<file path="config.mk">
export PLATFORM = sky130hd
export DESIGN_NAME = aib_avmm_chnl_bridge
export DESIGN_NICKNAME = d
export VERILOG_FILES = /design/src/rtl/aib_avmm_bridge_pkg.sv /design/src/rtl/aib_avmm_timeout_cnt.sv /design/src/rtl/aib_avmm_chnl_bridge.sv
export SDC_FILE = /design/constraint.sdc
export NUM_CORES = 1
export LEC_CHECK = 0
export CELL_PAD_IN_SITES_DETAIL_PLACEMENT = 1
export CELL_PAD_IN_SITES_GLOBAL_PLACEMENT = 2
export CORE_AREA = 2 2 394 396
export CTS_BUF_LIST = sky130_fd_sc_hd__clkbuf_4 sky130_fd_sc_hd__clkbuf_8
export DETAILED_ROUTE_END_ITERATION = 10
export DIE_AREA = 0 0 396 398
export GPL_TIMING_DRIVEN = 0
export PLACE_DENSITY = 0.51
export SYNTH_ARGS = -nofsm -noshare
export SYNTH_HDL_FRONTEND = slang
export SYNTH_SLANG_ARGS = --single-unit
</file>
<file path="constraint.sdc">
create_clock -name i_cfg_avmm_clk -period 5.15 [get_ports i_cfg_avmm_clk]
set_clock_uncertainty 0.05 [all_clocks]
set_input_delay 1.2875 -clock i_cfg_avmm_clk [delete_from_list [all_inputs] [get_ports i_cfg_avmm_clk]]
set_output_delay 1.2875 -clock i_cfg_avmm_clk [all_outputs]
set_load 0.005 [all_outputs]
</file>
<file path="src/rtl/aib_avmm_bridge_pkg.sv">
// Shared types and constants for the AIB AVMM channel bridge.
// Holds the FSM state encoding, the default error read data, the broadcast
// channel id and small channel-selector helpers used by the bridge top.
package aib_avmm_bridge_pkg;

    // Bridge transaction FSM states
    typedef enum logic [1:0] {
        ST_IDLE   = 2'd0,
        ST_REQ    = 2'd1,
        ST_RDWAIT = 2'd2,
        ST_DONE   = 2'd3
    } bridge_state_e;

    // Read data returned upstream on a bad channel id or timeout
    localparam logic [31:0] ERR_RDATA_DFLT = 32'hDEAD_BEEF;

    // Channel id reserved for broadcast writes (all ones)
    localparam logic [5:0] BCAST_ID = 6'h3F;

    // Channel selector as carried on the config bus (up to 63 channels)
    typedef logic [5:0] chnl_sel_t;

    // True when the selector addresses an existing channel
    function automatic logic chnl_in_range(input chnl_sel_t id, input int num_chnl);
        return (32'(id) < 32'(num_chnl));
    endfunction

    // True when the selector is the broadcast id
    function automatic logic chnl_is_bcast(input chnl_sel_t id);
        return (id == BCAST_ID);
    endfunction

endpackage

</file>
<file path="src/rtl/aib_avmm_timeout_cnt.sv">
// Saturating wait counter for the AVMM bridge.
// clr_i zeroes the count; en_i advances it by one per cycle, stopping at
// TIMEOUT_CYC. expired_o flags the cycle in which the TIMEOUT_CYC-th waiting
// cycle ends, so the owner can leave its wait state on that clock edge.
module aib_avmm_timeout_cnt #(
    parameter int TIMEOUT_CYC = 255
) (
    input  logic clk_i,
    input  logic rst_ni,
    input  logic clr_i,
    input  logic en_i,
    output logic expired_o
);

    localparam logic [15:0] LIMIT = 16'(TIMEOUT_CYC);
    localparam logic [15:0] LAST  = 16'(TIMEOUT_CYC - 1);

    logic [15:0] cnt_q;
    logic [15:0] cnt_d;

    // Next count: clear has priority, then saturating increment
    always_comb begin
        cnt_d = cnt_q;
        if (clr_i) begin
            cnt_d = 16'd0;
        end else if (en_i && (cnt_q != LIMIT)) begin
            cnt_d = cnt_q + 16'd1;
        end else begin
            cnt_d = cnt_q;
        end
    end

    // Count register
    always_ff @(posedge clk_i or negedge rst_ni) begin
        if (!rst_ni) begin
            cnt_q <= 16'd0;
        end else begin
            cnt_q <= cnt_d;
        end
    end

    assign expired_o = en_i & (cnt_q >= LAST);

endmodule

</file>
<file path="src/rtl/aib_avmm_chnl_bridge.sv">
// Config-bus bridge from the single adapter AVMM port to NUM_CHNL channel
// AVMM slaves. One transaction at a time is steered to the channel named by
// i_channel_id; waitreq/read data are returned upstream, with a per-transaction
// timeout and an error response for bad ids or unresponsive channels.
// Optional feature macro: AIB_AVMM_BRIDGE_BCAST_EN (all-ones id broadcasts
// writes to every channel); without it that id is treated as out of range.
module aib_avmm_chnl_bridge
    import aib_avmm_bridge_pkg::*;
#(
    parameter int NUM_CHNL    = 24,
    parameter int CHNL_ID_W   = 6,
    parameter int ADDR_W      = 17,
    parameter int DATA_W      = 32,
    parameter int TIMEOUT_CYC = 255,
    parameter logic [DATA_W-1:0] ERR_RDATA = DATA_W'(ERR_RDATA_DFLT)
) (
    input  logic                         i_cfg_avmm_clk,
    input  logic                         i_cfg_avmm_rst_n,
    input  logic [CHNL_ID_W-1:0]         i_channel_id,
    input  logic [ADDR_W-1:0]            i_cfg_avmm_addr,
    input  logic [DATA_W/8-1:0]          i_cfg_avmm_byte_en,
    input  logic                         i_cfg_avmm_read,
    input  logic                         i_cfg_avmm_write,
    input  logic [DATA_W-1:0]            i_cfg_avmm_wdata,
    output logic [DATA_W-1:0]            o_cfg_avmm_rdata,
    output logic                         o_cfg_avmm_rdatavld,
    output logic                         o_cfg_avmm_waitreq,
    output logic [ADDR_W-1:0]            o_chnl_avmm_addr,
    output logic [DATA_W/8-1:0]          o_chnl_avmm_byte_en,
    output logic [DATA_W-1:0]            o_chnl_avmm_wdata,
    output logic [NUM_CHNL-1:0]          o_chnl_avmm_read,
    output logic [NUM_CHNL-1:0]          o_chnl_avmm_write,
    input  logic [NUM_CHNL*DATA_W-1:0]   i_chnl_avmm_rdata,
    input  logic [NUM_CHNL-1:0]          i_chnl_avmm_rdatavld,
    input  logic [NUM_CHNL-1:0]          i_chnl_avmm_waitreq,
    output logic                         o_err_sticky
);

    localparam int BE_W = DATA_W / 8;
    localparam logic [NUM_CHNL-1:0] ALL_CHNL = {NUM_CHNL{1'b1}};

    bridge_state_e       state_q, state_d;
    logic                op_wr_q, op_wr_d;     // latched operation: 1 = write
    logic                err_q, err_d;         // current transaction is an error
    logic                bcast_q, bcast_d;     // current transaction is a broadcast
    logic [NUM_CHNL-1:0] sel_q, sel_d;         // one-hot selected channel(s)
    logic [NUM_CHNL-1:0] mask_q, mask_d;       // broadcast: channels that accepted
    logic [ADDR_W-1:0]   addr_q, addr_d;
    logic [BE_W-1:0]     be_q, be_d;
    logic [DATA_W-1:0]   wdata_q, wdata_d;
    logic [NUM_CHNL-1:0] rd_strb_q, rd_strb_d;
    logic [NUM_CHNL-1:0] wr_strb_q, wr_strb_d;
    logic                waitreq_q, waitreq_d;
    logic                rdatavld_q, rdatavld_d;
    logic [DATA_W-1:0]   rdata_q, rdata_d;
    logic                sticky_q, sticky_d;

    chnl_sel_t           id_s;
    logic                req_s;
    logic                id_ok_s;
    logic                bcast_hit_s;
    logic [NUM_CHNL-1:0] sel_new_s;
    logic                sel_acc_s;
    logic                sel_vld_s;
    logic [NUM_CHNL-1:0] bc_acc_s;
    logic [DATA_W-1:0]   rdata_mux_s;
    logic                cnt_clr_s;
    logic                cnt_en_s;
    logic                tmo_s;

    assign id_s      = chnl_sel_t'(i_channel_id);
    assign req_s     = i_cfg_avmm_read | i_cfg_avmm_write;
    assign id_ok_s   = chnl_in_range(id_s, NUM_CHNL);
    assign sel_new_s = NUM_CHNL'(1) << id_s;
    assign sel_acc_s = |(sel_q & ~i_chnl_avmm_waitreq);
    assign sel_vld_s = |(sel_q & i_chnl_avmm_rdatavld);
    assign bc_acc_s  = wr_strb_q & ~i_chnl_avmm_waitreq;
    assign cnt_en_s  = (state_q == ST_REQ) || (state_q == ST_RDWAIT);

`ifdef AIB_AVMM_BRIDGE_BCAST_EN
    assign bcast_hit_s = chnl_is_bcast(id_s);
`else
    assign bcast_hit_s = 1'b0;
`endif

    // Wait budget for the transaction in flight
    aib_avmm_timeout_cnt #(
        .TIMEOUT_CYC (TIMEOUT_CYC)
    ) u_timeout_cnt (
        .clk_i     (i_cfg_avmm_clk),
        .rst_ni    (i_cfg_avmm_rst_n),
        .clr_i     (cnt_clr_s),
        .en_i      (cnt_en_s),
        .expired_o (tmo_s)
    );

    // Read data mux: pick the selected channel's read data bus
    always_comb begin
        rdata_mux_s = '0;
        for (int k = 0; k < NUM_CHNL; k++) begin
            if (sel_q[k]) begin
                rdata_mux_s = rdata_mux_s | i_chnl_avmm_rdata[k*DATA_W +: DATA_W];
            end else begin
                rdata_mux_s = rdata_mux_s;
            end
        end
    end

    // Transaction FSM: next state, strobes, captured fields and upstream response
    always_comb begin
        state_d    = state_q;
        op_wr_d    = op_wr_q;
        err_d      = err_q;
        bcast_d    = bcast_q;
        sel_d      = sel_q;
        mask_d     = mask_q;
        addr_d     = addr_q;
        be_d       = be_q;
        wdata_d    = wdata_q;
        rd_strb_d  = '0;
        wr_strb_d  = '0;
        rdata_d    = rdata_q;
        sticky_d   = sticky_q;
        cnt_clr_s  = 1'b0;
        waitreq_d  = 1'b1;
        rdatavld_d = 1'b0;

        case (state_q)
            ST_IDLE: begin
                if (req_s) begin
                    // Write wins when both request lines are high
                    op_wr_d = i_cfg_avmm_write;
                    addr_d  = i_cfg_avmm_addr;
                    be_d    = i_cfg_avmm_byte_en;
                    wdata_d = i_cfg_avmm_wdata;
                    err_d   = 1'b0;
                    bcast_d = 1'b0;
                    mask_d  = '0;
                    if (bcast_hit_s) begin
                        bcast_d = 1'b1;
                        sel_d   = ALL_CHNL;
                        if (i_cfg_avmm_write) begin
                            wr_strb_d = ALL_CHNL;
                            cnt_clr_s = 1'b1;
                            state_d   = ST_REQ;
                        end else begin
                            // Broadcast reads have no meaningful answer
                            err_d    = 1'b1;
                            sticky_d = 1'b1;
                            rdata_d  = ERR_RDATA;
                            state_d  = ST_DONE;
                        end
                    end else if (!id_ok_s) begin
                        err_d    = 1'b1;
                        sticky_d = 1'b1;
                        sel_d    = '0;
                        if (i_cfg_avmm_write) begin
                            rdata_d = rdata_q;
                        end else begin
                            rdata_d = ERR_RDATA;
                        end
                        state_d  = ST_DONE;
                    end else begin
                        sel_d     = sel_new_s;
                        cnt_clr_s = 1'b1;
                        state_d   = ST_REQ;
                        if (i_cfg_avmm_write) begin
                            wr_strb_d = sel_new_s;
                        end else begin
                            rd_strb_d = sel_new_s;
                        end
                    end
                end else begin
                    state_d = ST_IDLE;
                end
            end

            ST_REQ: begin
                if (bcast_q) begin
                    // Each channel's strobe drops on its own accept
                    mask_d = mask_q | bc_acc_s;
                    if (&(mask_q | bc_acc_s)) begin
                        state_d = ST_DONE;
                    end else if (tmo_s) begin
                        err_d    = 1'b1;
                        sticky_d = 1'b1;
                        state_d  = ST_DONE;
                    end else begin
                        wr_strb_d = wr_strb_q & ~bc_acc_s;
                    end
                end else if (sel_acc_s) begin
                    if (op_wr_q) begin
                        state_d = ST_DONE;
                    end else begin
                        state_d = ST_RDWAIT;
                    end
                end else if (tmo_s) begin
                    err_d    = 1'b1;
                    sticky_d = 1'b1;
                    state_d  = ST_DONE;
                    if (op_wr_q) begin
                        rdata_d = rdata_q;
                    end else begin
                        rdata_d = ERR_RDATA;
                    end
                end else begin
                    rd_strb_d = rd_strb_q;
                    wr_strb_d = wr_strb_q;
                end
            end

            ST_RDWAIT: begin
                // Only the selected channel's rdatavld is honoured
                if (sel_vld_s) begin
                    rdata_d = rdata_mux_s;
                    state_d = ST_DONE;
                end else if (tmo_s) begin
                    err_d    = 1'b1;
                    sticky_d = 1'b1;
                    rdata_d  = ERR_RDATA;
                    state_d  = ST_DONE;
                end else begin
                    state_d = ST_RDWAIT;
                end
            end

            ST_DONE: begin
                state_d = ST_IDLE;
            end

            default: begin
                state_d = ST_IDLE;
            end
        endcase

        // Upstream handshake is presented during the single DONE cycle
        if (state_d == ST_DONE) begin
            waitreq_d  = 1'b0;
            rdatavld_d = ~op_wr_d;
        end else begin
            waitreq_d  = 1'b1;
            rdatavld_d = 1'b0;
        end
    end

    // State and output registers; reset abandons any transaction in flight
    always_ff @(posedge i_cfg_avmm_clk or negedge i_cfg_avmm_rst_n) begin
        if (!i_cfg_avmm_rst_n) begin
            state_q    <= ST_IDLE;
            op_wr_q    <= 1'b0;
            err_q      <= 1'b0;
            bcast_q    <= 1'b0;
            sel_q      <= '0;
            mask_q     <= '0;
            addr_q     <= '0;
            be_q       <= '0;
            wdata_q    <= '0;
            rd_strb_q  <= '0;
            wr_strb_q  <= '0;
            waitreq_q  <= 1'b1;
            rdatavld_q <= 1'b0;
            rdata_q    <= '0;
            sticky_q   <= 1'b0;
        end else begin
            state_q    <= state_d;
            op_wr_q    <= op_wr_d;
            err_q      <= err_d;
            bcast_q    <= bcast_d;
            sel_q      <= sel_d;
            mask_q     <= mask_d;
            addr_q     <= addr_d;
            be_q       <= be_d;
            wdata_q    <= wdata_d;
            rd_strb_q  <= rd_strb_d;
            wr_strb_q  <= wr_strb_d;
            waitreq_q  <= waitreq_d;
            rdatavld_q <= rdatavld_d;
            rdata_q    <= rdata_d;
            sticky_q   <= sticky_d;
        end
    end

    assign o_cfg_avmm_rdata    = rdata_q;
    assign o_cfg_avmm_rdatavld = rdatavld_q;
    assign o_cfg_avmm_waitreq  = waitreq_q;
    assign o_chnl_avmm_addr    = addr_q;
    assign o_chnl_avmm_byte_en = be_q;
    assign o_chnl_avmm_wdata   = wdata_q;
    assign o_chnl_avmm_read    = rd_strb_q;
    assign o_chnl_avmm_write   = wr_strb_q;
    assign o_err_sticky        = sticky_q;

endmodule

</file>
==> out/results.md, run 1 <==
| Group | Quantity | Value |
|---|---|---|
| run status | Status | finished clean |
| routing | DRC marker count from the first detailed-route iteration | 1416 |
| sta | Final setup violation count | 0 |
| setup path | Critical Path AT | 4.60 ns |
| logic synthesis | Cell area after synthesis | 12000 sq um |
| routing | Number of iterations in the first detailed-routing pass | 5 |
| final layout | Layout overhead on the synthesized area | 116.2% |
| placed design | HPWL after DPL | 163100 um |
| grt | Overflow left after global routing | 0 |
| cts | Clock latency at the later pin of the worst-skew pair | 0.62 ns |
| sta | Setup repair after global routing missed its margin | false |
| grt | First-pass GRT wire length | 231900 um |
| power | Power Total | 8.064 mW |
| cts | Clock-pin slew on the worst setup and hold paths | 0.13 ns |
| cts | Clock buffer count from CTS | 17 |
| final layout | Fraction of final layout cells with drive strength greater than 1 | 9.833% |
| cts | Number of clock sinks | 179 |
| final layout | Number of nets in the layout | 3201 |
| final layout | Filler cell count in the final layout | 17810 |
| sta | Share of the cycle needed by the critical path after routing | 80.58% |
| power | Power per standard cell area | 311.0 nW/um^2 |
| logic synthesis | Most used DFF post-synth | sky130_fd_sc_hd__dfrtp_1 |
| floorplanning | Die height | 398 um |
| power | Maximum ir drop on the vdd rail | 0.2356 mV |
| setup path | Classification of the worst setup path | register to register |
| setup path | Worst-case reg-to-reg path depth | 9 |
| cts | PostCTS Resize Cnt | 0 |
| grt | Antenna violations before repair | 159 |
| floorplanning | X dimension of the die | 396 um |
| final layout | Area taken by multi-input logic gates | 6843 sq um |
| setup path | Critical path cell sequence | clkbuf_1 > clkbuf_2 > buf_12 > buf_2 > a22oi_1 > nand4_1 > nor3_1 > nand2_1 > mux2_1 |
| routing | Via count normalized by instance count | 4.015 |
| logic synthesis | Post-synthesis async set-or-reset flop share | 100.0% |
| grt | Global-route usage over all layers | 23.54% |
| logic synthesis | Post-synth EDFFs | 0 |
| logic synthesis | Netlist cell types | 60 |
| flow run | Count of maximum capacitance violations | 0 |
| placed design | Number of I/O port buffers | 1012 |
| power | Static Leakage | 9.154 nW |
| final layout | Leading cell types in the layout, fill and taps excluded | sky130_fd_sc_hd__clkdlybuf4s50_1 (1011), sky130_fd_sc_hd__dfrtp_1 (178), sky130_fd_sc_hd__a22oi_1 (164) |
| sta | Worst-margin pin slew | 1.444 ns |
| setup path | Cell with the largest stage delay on the worst path | sky130_fd_sc_hd__nor3_1 |
| cts | Clock tree from TritonCTS | done |
| sta | Slew Limit Headroom | 3.746% |
| logic synthesis | Share of synthesized area occupied by flip-flops and latches | 37.35% |
| logic synthesis | Number of warnings reported in the yosys synthesis log | 0 |
| routing | Post-route antenna net violation count | 0 |
| grt | Maximum number of pins on one net before global-route repair | 105 |
| floorplanning | Ports | 1015 |
| cts | Buffer levels on the longest clock path | 2 |
| worst hold path | Worst Hold Depth | 1 |
| floorplanning | Die ar. | 157600 sq um |
| final layout | Non-filler instance count after layout | 4414 |
| final layout | Storage cell area | 4481 sq um |
| logic synthesis | Nets in the synthesized netlist | 2144 |
| worst hold path | Path class of the lowest-slack min-delay path | register to register |
| cts | Clock Tree Root | sky130_fd_sc_hd__clkbuf_8 |
| sta | Final Hold Violating Endpoints | 0 |
| setup path | Maximum cell stage delay along the critical path | 0.89 ns |
| cts | Quantity of hold-fixing buffers added after cts | 0 |
| routing | Wire per inst | 43.52 um |
| final layout | Most common cell after layout, fill and taps aside | sky130_fd_sc_hd__clkdlybuf4s50_1 |
| sta | Final-report max-slew violation count | 0 |
| routing | Total via count after detailed routing | 17720 |
| placed design | Instance count after placement with tap cells included | 4341 |
| setup path | Required @ worst endpoint | 5.60 ns |
| routing | Post-route DRC | 0 |
| logic synthesis | Mapped Cells | 1259 |
| sta | Maximum clock frequency | 241.0 MHz |
| cts | CTS HTree Levels | 4 |
| routing | Detailed-route wire length | 192100 um |
| setup path | Kind of end point of the critical path | register |
| cts | Number of setup buffers added after CTS | 0 |
| setup path | Largest fanout on the critical path | 10 |
| sta | Final critical delay including setup and external delays | 4.150 ns |
| floorplanning | Initial core utilization | 7.823% |
| logic synthesis | Number of synthesized register bits | 179 |
| grt | Via count of the first global-routing pass | 18690 |
| logic synthesis | Mean Syn Cell Area | 9.528 sq um |
| floorplanning | Site row count | 144 |
| floorplanning | Core region area | 153300 sq um |
| placed design | GPL Wtd Cong | 0.9024 |
| setup path | Category of the worst setup path launch point | register |
==> worst max-delay path: cells and delay by family (launching register included) <==
family / cells / cell delay (ns)
AOI/OAI and AO/OA: 1 / 0.56
buffers and inverters: 4 / 1.49
DFF: 1 / 0.38
and+or+nand+nor: 3 / 1.14
muxes: 1 / 0.32
==> power by group <==
group,internal (mW),switching [mW]
clock,0.420,0.757
combinational,2.17,2.70
sequential,1.77,0.250
==> logic make-up (layout without fill, tap and decap cells) <==
kind of cell	after synthesis	in the layout	share of synthesized area (%)
buffers and inverters	153	1223	5.685
multiplexers	80	80	8.136
adder cells (fa/ha/maj)	6	6	0.6258
flip-flops	179	179	37.35
AO/OA/AOI/OAI	517	517	34.23
other	0	41	0
AND/OR/NAND/NOR	312	312	13.09
XOR/XNOR	12	12	0.8763
==> registers in the layout (all words and copies together), names as in the netlist <==
signal,count
o_cfg_avmm_rdata,32
o_chnl_avmm_wdata,32
o_chnl_avmm_read,24
o_chnl_avmm_write,24
sel_q,24
o_chnl_avmm_addr,17
u_timeout_cnt.cnt_q,16
o_chnl_avmm_byte_en,4
state_q,2
o_cfg_avmm_rdatavld,1
o_cfg_avmm_waitreq,1
o_err_sticky,1
op_wr_q,1
==> synthesized netlist by cell type, drive strengths merged (3+ instances only) <==
| master | number | area share, % |
|---|---|---|
| nor2 | 42 | 1.3 |
| clkbuf | 87 | 2.7 |
| a21oi | 6 | 0.25 |
| nand2 | 110 | 3.4 |
| o22ai | 9 | 0.47 |
| or3 | 4 | 0.21 |
| and3b | 3 | 0.22 |
| xor2 | 9 | 0.66 |
| dfrtp | 178 | 37 |
| a22o | 124 | 9.1 |
| nor2b | 13 | 0.68 |
| inv | 19 | 0.59 |
| and4 | 3 | 0.22 |
| a221oi | 116 | 8.5 |
| a22oi | 164 | 10 |
| ha | 6 | 0.63 |
| o211ai | 5 | 0.31 |
| buf | 45 | 2.3 |
| o31a | 3 | 0.22 |
| nand3b | 3 | 0.19 |
| nand4 | 51 | 2.7 |
| and3 | 7 | 0.37 |
| nor4 | 4 | 0.26 |
| nand3 | 51 | 2.1 |
| xnor2 | 3 | 0.22 |
| a2111oi | 4 | 0.60 |
| nand2b | 3 | 0.16 |
| nor3b | 5 | 0.31 |
| nor3 | 5 | 0.21 |
| mux2 | 80 | 8.1 |
| or3b | 3 | 0.22 |
| o31ai | 25 | 1.7 |
| o21ai | 49 | 2.0 |
==> final timing paths <==
check	start	endpoint	slack (ns)
min	o_err_sticky	o_err_sticky	0.43
max in group asynchronous	i_cfg_avmm_rst_n	sel_q[16]	3.50
min in group asynchronous	i_cfg_avmm_rst_n	o_chnl_avmm_wdata[30]	0.56
min reg2reg	o_err_sticky	o_err_sticky	0.43
max	sel_q[2]	o_cfg_avmm_rdata[31]	1.00
max reg2reg	sel_q[2]	o_cfg_avmm_rdata[31]	1.00
==> per-stage QoR <==
| stage | setup WS, ns | utilization [%] | instance area [sq um] | hold slack, ns | setup TNS [ns] |
|---|---|---|---|---|---|
| finish | 1.000 | 16.91 | 25930 | 0.4337 | 0 |
| global route | 0.8167 | 16.87 | 25870 | 0.4648 | 0 |
| CTS | 0.8615 | 16.84 | 25830 | 0.4378 | 0 |
| detailed placement | 0.5001 | 16.56 | 25380 | 0.4105 | 0 |
| global placement | -6.494 | 16.10 | 24680 | 0.4047 | -1158.56 |
| floorplan | 1.890 | - | 12000 | 0.4102 | 0 |
==> layer usage <==
layer	GRT usage [%]	wire (um)
met1	26.30	73270
met2	41.67	95330
met3	7.098	14720
met4	9.146	8266
met5	0	529
==> cell type report <==
type / instances / share of cell area (%)
repair buffers: 1038 / 41.48
well taps: 2044 / 9.863
clock buffers: 17 / 0.9024
diodes: 41 / 0.3957
clock inverters: 15 / 0.8010
inverters: 21 / 0.3040
multi-input cells: 927 / 26.39
flip-flops and latches: 179 / 17.28
plain buffers: 132 / 2.582
No activity file was read; power rests on OpenSTA's default activity.
==> run 2: changes to the inputs <==
==> constraint.sdc (replaced) <==
create_clock -name i_cfg_avmm_clk -period 4.2 [get_ports i_cfg_avmm_clk]
set_clock_uncertainty 0.05 [all_clocks]
set_input_delay 1.05 -clock i_cfg_avmm_clk [delete_from_list [all_inputs] [get_ports i_cfg_avmm_clk]]
set_output_delay 1.05 -clock i_cfg_avmm_clk [all_outputs]
set_load 0.005 [all_outputs]
==> run 2 against run 1 <==
  * Setup slack got worse by 0.68 ns
  * Clock power is 22% higher
  * Sequential share of layout area is essentially flat
  * Highest routed layer unchanged
  * Sequential power increased by 23%
  * Sequential cell count stayed put
  * Global-route usage unchanged
  * Clock-buffer cell count stayed put
==> out/results.md, run 2 (same netlist as run 1, synthesis figures left out) <==
| Group | Quantity | Value | Delta |
|---|---|---|---|
| run status | Status | finished clean |  |
| setup path | Dominant delay contributor by cell family on the critical path | buffers and inverters |  |
| setup path | Kind of end point of the critical path | register |  |
| placed design | Number of I/O port buffers | 1012 | unchanged |
| routing | Post-route antenna net violation count | 0 | unchanged |
| grt | Via count of the first global-routing pass | 18690 | unchanged |
| setup path | Critical Path AT | 4.32 ns | -0.28 ns |
| placed design | GPL Wtd Cong | 0.9024 | unchanged |
| power | Cell-internal power | 5.345 mW | +23% |
| placed design | Setup Slack @ Placement | -0.2124 ns | -0.7125 ns |
| routing | Via count normalized by instance count | 4.019 | +0.10% |
| sta | Final Hold Violating Endpoints | 0 | unchanged |
| setup path | Buffers & Inverters on Critical Path | 4 | unchanged |
| power | Power per standard cell area | 381.5 nW/um^2 | +23% |
| cts | Buffer levels on the longest clock path | 2 | unchanged |
| routing | Post-route DRC | 0 | unchanged |
| grt | First-pass GRT wire length | 231900 um | unchanged |
| sta | Final critical delay including setup and external delays | 3.877 ns | -0.2729 ns |
| sta | Slew Limit Headroom | 3.978% | +0.23 points |
| routing | Number of iterations in the first detailed-routing pass | 5 | unchanged |
| setup path | Critical path cell sequence | clkbuf_1 > clkbuf_2 > buf_12 > buf_2 > a22oi_1 > nand4_1 > nor3_2 > nand2_1 > mux2_1 |  |
| cts | Clock Tree Root | sky130_fd_sc_hd__clkbuf_8 |  |
| sta | Maximum clock frequency | 257.9 MHz | +7.0% |
| power | Portion of total power attributed to the clock network | 14.6% | about the same |
| worst hold path | Path class of the lowest-slack min-delay path | input port to asynchronous set/reset pin |  |
| placed design | HPWL after DPL | 163100 um | unchanged |
| floorplanning | Die height | 398 um | unchanged |
| sta | Final-report max-slew violation count | 0 | unchanged |
| floorplanning | X dimension of the die | 396 um | unchanged |
| sta | Setup repair after global routing missed its margin | false |  |
| grt | Antenna violations before repair | 159 | unchanged |
| routing | Wire per inst | 43.52 um | about the same |
| cts | Number of clock sinks | 179 | unchanged |
| power | Sw Ratio | 45.98% | about the same |
| cts | Clock tree from TritonCTS | done |  |
| cts | PostCTS Resize Cnt | 2 | +2 |
| cts | Quantity of hold-fixing buffers added after cts | 0 | unchanged |
| routing | Total via count after detailed routing | 17740 | +0.079% |
| placed design | Placed inst area | 25380 sq um | unchanged |
| cts | Clock buffer count from CTS | 17 | unchanged |
| final layout | Design Area, Final | 25940 sq um | about the same |
| power | Power dissipated by switching net loads | 4.550 mW | +23% |
| setup path | Category of the worst setup path launch point | register |  |
| sta | Final setup violation count | 0 | unchanged |
| flow run | Count of maximum capacitance violations | 0 | unchanged |
| final layout | Leading cell types in the layout, fill and taps excluded | sky130_fd_sc_hd__clkdlybuf4s50_1 (1011), sky130_fd_sc_hd__dfrtp_1 (178), sky130_fd_sc_hd__a22oi_1 (164) |  |
| final layout | Most common cell after layout, fill and taps aside | sky130_fd_sc_hd__clkdlybuf4s50_1 |  |
| cts | Clock latency at the later pin of the worst-skew pair | 0.62 ns | about the same |
| final layout | Number of nets in the layout | 3201 | unchanged |
| grt | Global-route usage over all layers | 23.54% | unchanged |
| floorplanning | Ports | 1015 | unchanged |
| setup path | Maximum cell stage delay along the critical path | 0.57 ns | -0.32 ns |
| floorplanning | Initial core utilization | 7.823% | unchanged |
| cts | Number of setup buffers added after CTS | 0 | unchanged |
| sta | Post-route setup slack | 0.3229 ns | -0.6771 ns |
| grt | Overflow left after global routing | 0 | unchanged |
| placed design | Instance count after placement with tap cells included | 4341 | unchanged |
| power | Sequential fraction of design power | 25.0% | about the same |
| cts | Clock-pin slew on the worst setup and hold paths | 0.13 ns | about the same |
| routing | Detailed-route wire length | 192100 um | about the same |
| power | Static Leakage | 9.158 nW | about the same |
| grt | Maximum number of pins on one net before global-route repair | 105 | unchanged |
| final layout | Layout overhead on the synthesized area | 116.2% | about the same |
| setup path | Cell with the largest stage delay on the worst path | sky130_fd_sc_hd__a22oi_1 |  |
| floorplanning | Core region area | 153300 sq um | unchanged |
| setup path | Required @ worst endpoint | 4.65 ns | -0.95 ns |
| setup path | Classification of the worst setup path | register to register |  |
| sta | Share of the cycle needed by the critical path after routing | 92.31% | +12 points |
| final layout | Non-filler instance count after layout | 4413 | -0.023% |
| setup path | Largest fanout on the critical path | 10 | unchanged |
| routing | DRC marker count from the first detailed-route iteration | 1420 | +0.28% |
| final layout | Fraction of final layout cells with drive strength greater than 1 | 9.918% | +0.086 points |
| floorplanning | Site row count | 144 | unchanged |
| sta | Worst-margin pin slew | 1.440 ns | -0.003487 ns |
| power | Fraction of power consumed by combinational cells | 60.4% | about the same |
| floorplanning | Die ar. | 157600 sq um | unchanged |
| cts | CTS HTree Levels | 4 | unchanged |
| power | Maximum ir drop on the vdd rail | 0.2889 mV | +23% |
[run 2: changes by cell type in the layout (fill, tap and decap cells not counted), sizes merged]
cell	before	now
diode	41	40
[run 2: worst reg2reg max path, delay by kind of cell (launching register included)]
family / cells / cell delay (ns)
buf+inv: 4 / 1.57
flops: 1 / 0.38
mux: 1 / 0.31
simple gates: 3 / 0.88
compound gates: 1 / 0.59
[run 2: layer usage]
metal	share of wire [%]	wire length [um]	GRT usage, %
met2	50	95540	41.67
met5	0.28	529	0
met1	38	72550	26.30
met3	8.0	15310	7.098
met4	4.2	8126	9.146
[run 2: area by class of cell]
class                   count  area, sq um
clock inverters            15        207.7
multi-input cells         927         6854
plain buffers             132        669.4
repair buffers           1038        10760
diodes                     40        100.1
inverters                  21        78.83
well taps                2044         2557
fillers                 17810       127400
clock buffers              17        234.0
flip-flops and latches    179         4481
[run 2: final timing paths]
kind,slack [ns],endpoint,from,cells after the start
max,0.32,o_cfg_avmm_rdata[31],sel_q[2],9
min,0.32,o_chnl_avmm_wdata[30],i_cfg_avmm_rst_n,1
max reg2reg,0.32,o_cfg_avmm_rdata[31],sel_q[2],9
min reg2reg,0.43,o_err_sticky,o_err_sticky,1
max in group asynchronous,2.78,sel_q[16],i_cfg_avmm_rst_n,2
min in group i_cfg_avmm_clk,0.43,o_err_sticky,o_err_sticky,1
[run 2: power groups by stage]
stage / clock network, mW / logic [mW] / registers [mW]
after floorplan: 0 / 2.18 / 2.46
after global placement: 0 / 6.07 / 2.50
after CTS: 1.54 / 6.20 / 2.47
after detailed placement: 0 / 6.18 / 2.51
final: 1.44 / 5.98 / 2.48
after global routing: 1.58 / 6.32 / 2.53
[run 2: metrics by stage]
step	total power, mW	TNS (ns)	hold WS (ns)	utilization, %
global placement	8.572	-1320.76	0.4047	16.10
detailed placement	8.683	-4.198	0.4105	16.56
CTS	10.22	0	0.2808	16.85
global route	10.43	0	0.3212	16.88
floorplan	4.632	0	0.4102	-
finish	9.895	0	0.3177	16.92
